--- config.mk ---
export PLATFORM = sky130hd
export DESIGN_NAME = framebuffer_arbiter
export DESIGN_NICKNAME = d
export VERILOG_FILES = /design/src/rtl/fbarb_pkg.sv /design/src/rtl/framebuffer_arbiter.sv
export SDC_FILE = /design/constraint.sdc
export NUM_CORES = 1
export LEC_CHECK = 0
export ABC_CLOCK_PERIOD_IN_PS = 5240
export BUFFER_PORTS_ARGS = -buffer_cell sky130_fd_sc_hd__buf_2
export CAP_MARGIN = 0
export CORE_ASPECT_RATIO = 0.8
export CORE_MARGIN = 4
export CORE_UTILIZATION = 45
export CTS_CLUSTER_DIAMETER = 80
export DETAILED_ROUTE_END_ITERATION = 7
export GPL_TIMING_DRIVEN = 1
export MAX_ROUTING_LAYER = met4
export PLACE_DENSITY = 0.86
export SLEW_MARGIN = 20
export SYNTH_ARGS = -nofsm -noshare
export SYNTH_HDL_FRONTEND = slang
export SYNTH_SLANG_ARGS = --single-unit
--- constraint.sdc ---
create_clock -name clk -period 5.24 [get_ports clk]
set_clock_uncertainty 0.05 [all_clocks]
set_input_delay 0.524 -clock clk [delete_from_list [all_inputs] [get_ports clk]]
set_output_delay 0.524 -clock clk [all_outputs]
set_load 0.005 [all_outputs]
--- src/rtl/fbarb_pkg.sv ---
// ============================================================================
// Module   : fbarb_pkg
// Purpose  : Shared state encoding and VGA frame constants for the arbiter.
// Revision : 1.0
// ============================================================================
`default_nettype none

package fbarb_pkg;

    typedef enum logic [1:0] {
        OFF  = 2'd0,
        SYNC = 2'd1,
        RUN  = 2'd2
    } fbarb_state_t;

    localparam int H_TOTAL      = 800;
    localparam int V_TOTAL      = 525;
    localparam int H_ACTIVE_DEF = 640;
    localparam int V_ACTIVE_DEF = 480;

endpackage

`default_nettype wire

--- src/rtl/framebuffer_arbiter.sv ---
// ============================================================================
// Module   : framebuffer_arbiter
// Purpose  : Shares one SRAM port between display fetch (priority) and host
//            writes; FBARB_BLANK_WR_ONLY_EN confines RUN-state writes to blanking.
// Revision : 1.0
// ============================================================================
`default_nettype none

module framebuffer_arbiter
    import fbarb_pkg::*;
#(
    parameter int DATA_W   = 8,
    parameter int ADDR_W   = 20,
    parameter int H_ACTIVE = H_ACTIVE_DEF,
    parameter int V_ACTIVE = V_ACTIVE_DEF
) (
    input  logic              clk,
    input  logic              n_rst,
    input  logic              enable,
    input  logic              pixel_clk,
    input  logic [9:0]        col_cnt,
    input  logic [9:0]        row_cnt,
    input  logic [ADDR_W-1:0] pix_addr,
    input  logic              wr_req,
    input  logic [ADDR_W-1:0] wr_addr,
    input  logic [DATA_W-1:0] wr_data,
    output logic              wr_ack,
    output logic [ADDR_W-1:0] mem_addr,
    output logic [DATA_W-1:0] mem_wdata,
    output logic              mem_we,
    output logic              mem_re,
    input  logic [DATA_W-1:0] mem_rdata,
    output logic [DATA_W-1:0] pixel_data,
    output logic              pixel_valid
);

    localparam logic [9:0] C_H_ACT = 10'(H_ACTIVE);
    localparam logic [9:0] C_V_ACT = 10'(V_ACTIVE);

    fbarb_state_t      state_q, state_d;
    logic              mem_re_q, mem_re_d;
    logic              mem_we_q, mem_we_d;
    logic              wr_ack_q, wr_ack_d;
    logic [ADDR_W-1:0] mem_addr_q, mem_addr_d;
    logic [DATA_W-1:0] mem_wdata_q, mem_wdata_d;
    logic              cap_q, cap_d;
    logic              blank1_q, blank1_d;
    logic              blank2_q, blank2_d;
    logic [DATA_W-1:0] pixel_data_q, pixel_data_d;
    logic              pixel_valid_q, pixel_valid_d;

    logic w_active;
    logic w_sync_edge;
    logic w_fetch;
    logic w_blank;
    logic w_wr_ok;

    always_comb begin
        w_active    = (col_cnt < C_H_ACT) && (row_cnt < C_V_ACT);
        w_sync_edge = (state_q == SYNC) && enable && pixel_clk &&
                      (col_cnt == 10'd0) && (row_cnt == 10'd0);
        w_fetch     = ((state_q == RUN) || w_sync_edge) && pixel_clk && w_active;
        // A strobe that does not fetch still marches a blank through the pipe
        w_blank     = pixel_clk && !w_fetch;
`ifdef FBARB_BLANK_WR_ONLY_EN
        w_wr_ok     = wr_req && !wr_ack_q && (!w_active || (state_q != RUN));
`else
        w_wr_ok     = wr_req && !wr_ack_q;
`endif
    end

    always_comb begin
        state_d = state_q;
        case (state_q)
            OFF:     if (enable) state_d = SYNC;
            SYNC:    if (w_sync_edge) state_d = RUN;
            RUN:     state_d = RUN;
            default: state_d = OFF;
        endcase
        if (!enable) state_d = OFF;
    end

    always_comb begin
        mem_re_d    = 1'b0;
        mem_we_d    = 1'b0;
        wr_ack_d    = 1'b0;
        mem_addr_d  = mem_addr_q;
        mem_wdata_d = mem_wdata_q;
        if (w_fetch) begin
            mem_re_d   = 1'b1;
            mem_addr_d = pix_addr;
        end else if (w_wr_ok) begin
            mem_we_d    = 1'b1;
            mem_addr_d  = wr_addr;
            mem_wdata_d = wr_data;
            wr_ack_d    = 1'b1;
        end
    end

    always_comb begin
        cap_d         = mem_re_q;
        blank1_d      = w_blank;
        blank2_d      = blank1_q;
        pixel_data_d  = pixel_data_q;
        pixel_valid_d = 1'b0;
        if (cap_q) begin
            pixel_data_d  = mem_rdata;
            pixel_valid_d = 1'b1;
        end else if (blank2_q) begin
            pixel_data_d  = '0;
        end
    end

    always_ff @(posedge clk or negedge n_rst) begin
        if (!n_rst) begin
            state_q       <= OFF;
            mem_re_q      <= 1'b0;
            mem_we_q      <= 1'b0;
            wr_ack_q      <= 1'b0;
            mem_addr_q    <= '0;
            mem_wdata_q   <= '0;
            cap_q         <= 1'b0;
            blank1_q      <= 1'b0;
            blank2_q      <= 1'b0;
            pixel_data_q  <= '0;
            pixel_valid_q <= 1'b0;
        end else begin
            state_q       <= state_d;
            mem_re_q      <= mem_re_d;
            mem_we_q      <= mem_we_d;
            wr_ack_q      <= wr_ack_d;
            mem_addr_q    <= mem_addr_d;
            mem_wdata_q   <= mem_wdata_d;
            cap_q         <= cap_d;
            blank1_q      <= blank1_d;
            blank2_q      <= blank2_d;
            pixel_data_q  <= pixel_data_d;
            pixel_valid_q <= pixel_valid_d;
        end
    end

    assign wr_ack      = wr_ack_q;
    assign mem_addr    = mem_addr_q;
    assign mem_wdata   = mem_wdata_q;
    assign mem_we      = mem_we_q;
    assign mem_re      = mem_re_q;
    assign pixel_data  = pixel_data_q;
    assign pixel_valid = pixel_valid_q;

endmodule

`default_nettype wire

==> results.md <==
- Outcome: finished clean
- Max Clk Rate: 0.372 GHz
- FF-to-FF path depth: 6
- Type of the tightest min-delay check: register to register
- Vias in the first global route: 1,550
- # Post-CTS Setup Buffers: 0
- Number of max-cap violations: 0
- Synth Area in Simple Gates: under 10%
- Clk pwr share: between 20% and 30%
- Core ar.: 0.00426 mm^2
- Critical path endpoint category: register
- Antenna viol nets, final: 0
- Most common cell after layout, fill and taps aside: buf_2
- VDD IR max: roughly 170 uV
- Final setup fails: 0
- Overall global routing resource usage: 17.3%
- Seq/Total Area, Yosys: between 50% and 60%
- Root Buffer: clkbuf_8
- Die W: 82.8 um
- TNS Setup: 0 ps
- Hold Vio Cnt, Final: 0
- Placer Congestion: around 0.83
- Layout cell share with drive strength beyond 1: 64.2%
- Fin nets: around 340
- Crit path from: state_q[1]$_DFFE_PN0P_
- Maximum fanout along the worst path: 22
- Syn avg cell area: roughly 15 um^2
- Crit path DAT: 2810 ps
- DRC: 0
- Post-synthesis cell count: 139
- Worst hold path depth: 0
- Row count: 21
- Post-synth EDFFs: 0
- Synthesized-area fraction occupied by ao, oa, aoi and oai cells: about 6.1%
- Initial antenna violation count: 0
- Ys async rst share: 100%
- Fin crit share: 51.3%
- # diodes: 0
- Max clock buf depth: 2
- Int Power: 589 uW
- Share of total power in sequential cells: 50.4%
- Hold buffers post-CTS: 0
- Reg-to-reg endpoint: mem_addr[1]$_DFFE_PN0P_
- Largest family of logic cells by synthesized area: multiplexers
- Worst skew pair latency: roughly 280 ps
- Critical path required time: 5360 ps
- CTS tree: yes
- Initial DRT Pass Iterations: 4
- Largest net degree at the start of global routing: 45
- DRT Wirelength: 4600 um
- Resized Gates After CTS: 0
- Place WS: 2480 ps
- Clk sinks: 44
- Ys flop type: dfrtp_1
- Combinational power share: 25.4%
- Wire length of the first global-routing pass: 7290 um
- Yosys warns: 0
- Worst Path Class, Setup: register to register
- Fin. max-slew vios: 0
- Port-buffer cells: 120
- Pwr Density: 296 mW/mm^2
- Post-DP HPWL: 3670 um
- Net Sw Frac: between 20% and 30%
- Worst setup SP type: register
- # IOs: 121
- Chip Height: 67.9 um
- Post-synthesis mux area share: between 20 and 30%
- Syn nets: 223
- Area Overhead vs Synth: 35.6%
- Post-Syn Area: 0.00202 mm^2
- Library cells used by synthesis: 25
- Pleak: 0.00139 uW
- H-tree Lvls: 2
- Hold Path Sink: blank2_q$_DFF_PN0_
- Drt wl/cell: roughly 14 um
- Max_slew headroom: around 30%
- Starting Density: 47.4%
- Cts bufs inserted: 5
- Worst Slack Setup Final: 2550 ps
- DR iter-0 viols: 64
- Seq cells post-synth: 44
- Clk pin slew, worst setup/hold paths: 80 ps
- Hold Slack: 308 ps
- Crit path largest cell delay: between 800 and 900 ps
- Post-route core utilization: roughly 64%
- Cells along the critical path: inv_1 > ha_1 > nor3b_1 > a41oi_2 > nor3_4 > mux2_2
- Worst hold start: blank1_q$_DFF_PN0_
- Slew @ Worst Pin: 1030 ps
- GRT Residual Overflow: 0
- Reg-to-reg startpoint: state_q[1]$_DFFE_PN0P_
- Most frequent cells in the layout: buf_2 (120), dfrtp_1 (44), mux2_2 (34)
- R2R Setup Slk: ~2600 ps
- Switching power: approximately 220 uW
- Crit-path slowest cell: nor3_4
- RSZ-0062 raised after global routing: false
- Via/cell ratio: 4.90
- Area share of fa/ha/maj cells after synthesis: 1.86%
- Die area: roughly 0.0056 mm^2
- Minimum clock period: between 2000 and 3000 ps
- Vias: roughly 1,600
- XOR/XNOR Fraction of Synth Area: 0%
==> routing by layer <==
layer / wire (um) / track usage [%]
met5: 0 / -
met4: 57 / 6.12
met1: 1810 / 19.9
met3: 387 / 5.78
met2: 2340 / 28.9
==> how the worst max path moves through the flow <==
stage	slack (ps)	cells after the start	endpoint
floorplan	3180	7	mem_addr[1]$_DFFE_PN0P_
global placement	2520	5	mem_addr[6]$_DFFE_PN0P_
detailed placement	2480	5	mem_addr[1]$_DFFE_PN0P_
CTS	2530	6	mem_addr[1]$_DFFE_PN0P_
global route	2360	6	mem_addr[8]$_DFFE_PN0P_
finish	2550	6	mem_addr[1]$_DFFE_PN0P_
==> flip-flops by register name, summed over array words and instances, names as in the netlist <==
| register | cells |
|---|---|
| mem_addr | 20 |
| pixel_valid | 1 |
| pixel_data | 8 |
| mem_wdata | 8 |
| mem_re | 1 |
| state_q | 2 |
| blank2_q | 1 |
| wr_ack | 1 |
| cap_q | 1 |
| blank1_q | 1 |
==> cell usage after synthesis (2+ instances only) <==
| cell | n | area (um^2) |
|---|---|---|
| clkbuf_1 | 3 | 11.3 |
| nand4_1 | 2 | 12.5 |
| inv_1 | 4 | 15.0 |
| a22o_1 | 8 | 70.1 |
| o21ai_0 | 2 | 10.0 |
| nand2_1 | 4 | 15.0 |
| ha_1 | 3 | 37.5 |
| mux2i_1 | 2 | 20.0 |
| dfrtp_1 | 44 | 1100 |
| buf_6 | 2 | 22.5 |
| nor4_2 | 2 | 25.0 |
| nor2_1 | 2 | 7.51 |
| mux2_1 | 14 | 158 |
| nand3_1 | 2 | 10.0 |
| mux2_2 | 34 | 383 |
| nor2b_1 | 2 | 12.5 |
==> power by group through the flow <==
stage	sequential, uW	combinational (uW)	clock, uW
4_1_cts	408	210	207
2_1_floorplan	416	110	0
3_3_place_gp	410	203	0
6_report	407	205	196
5_1_grt	413	229	227
3_5_place_dp	414	210	0
==> through the flow <==
stage / total power, uW / std cells / cell area, um^2
after floorplan: 526 / 139 / 2020
after global placement: 614 / 310 / 2650
after detailed placement: 624 / 310 / 2650
after CTS: 825 / 317 / 2730
after global routing: 870 / 317 / 2730
final: 808 / 317 / 2730
==> critical path, delay by kind of cell (launching register included) <==
| family | cells | cell delay [ps] |
|---|---|---|
| simple gates | 2 | 1210 |
| flops | 1 | 400 |
| compound gates | 1 | 250 |
| fa+ha+maj | 1 | 150 |
| buf+inv | 1 | 80 |
| mux | 1 | 420 |
==> final cells by class <==
class	instances	area, um^2
clock buffer	5	68.8
clock inverter	2	12.5
fill	352	1520
inverter	4	15.0
multi-input combinational	85	865
sequential	44	1100
tap	57	71.3
timing repair buffer	120	601
==> logic make-up (layout without fill, tap and decap cells) <==
kind of cell / count (synthesis) / in the layout
buf+inv: 10 / 131
flops: 44 / 44
compound gates: 13 / 13
fa+ha+maj: 3 / 3
mux: 50 / 50
simple gates: 19 / 19
Note: power is estimated with default switching activity, not from simulation.
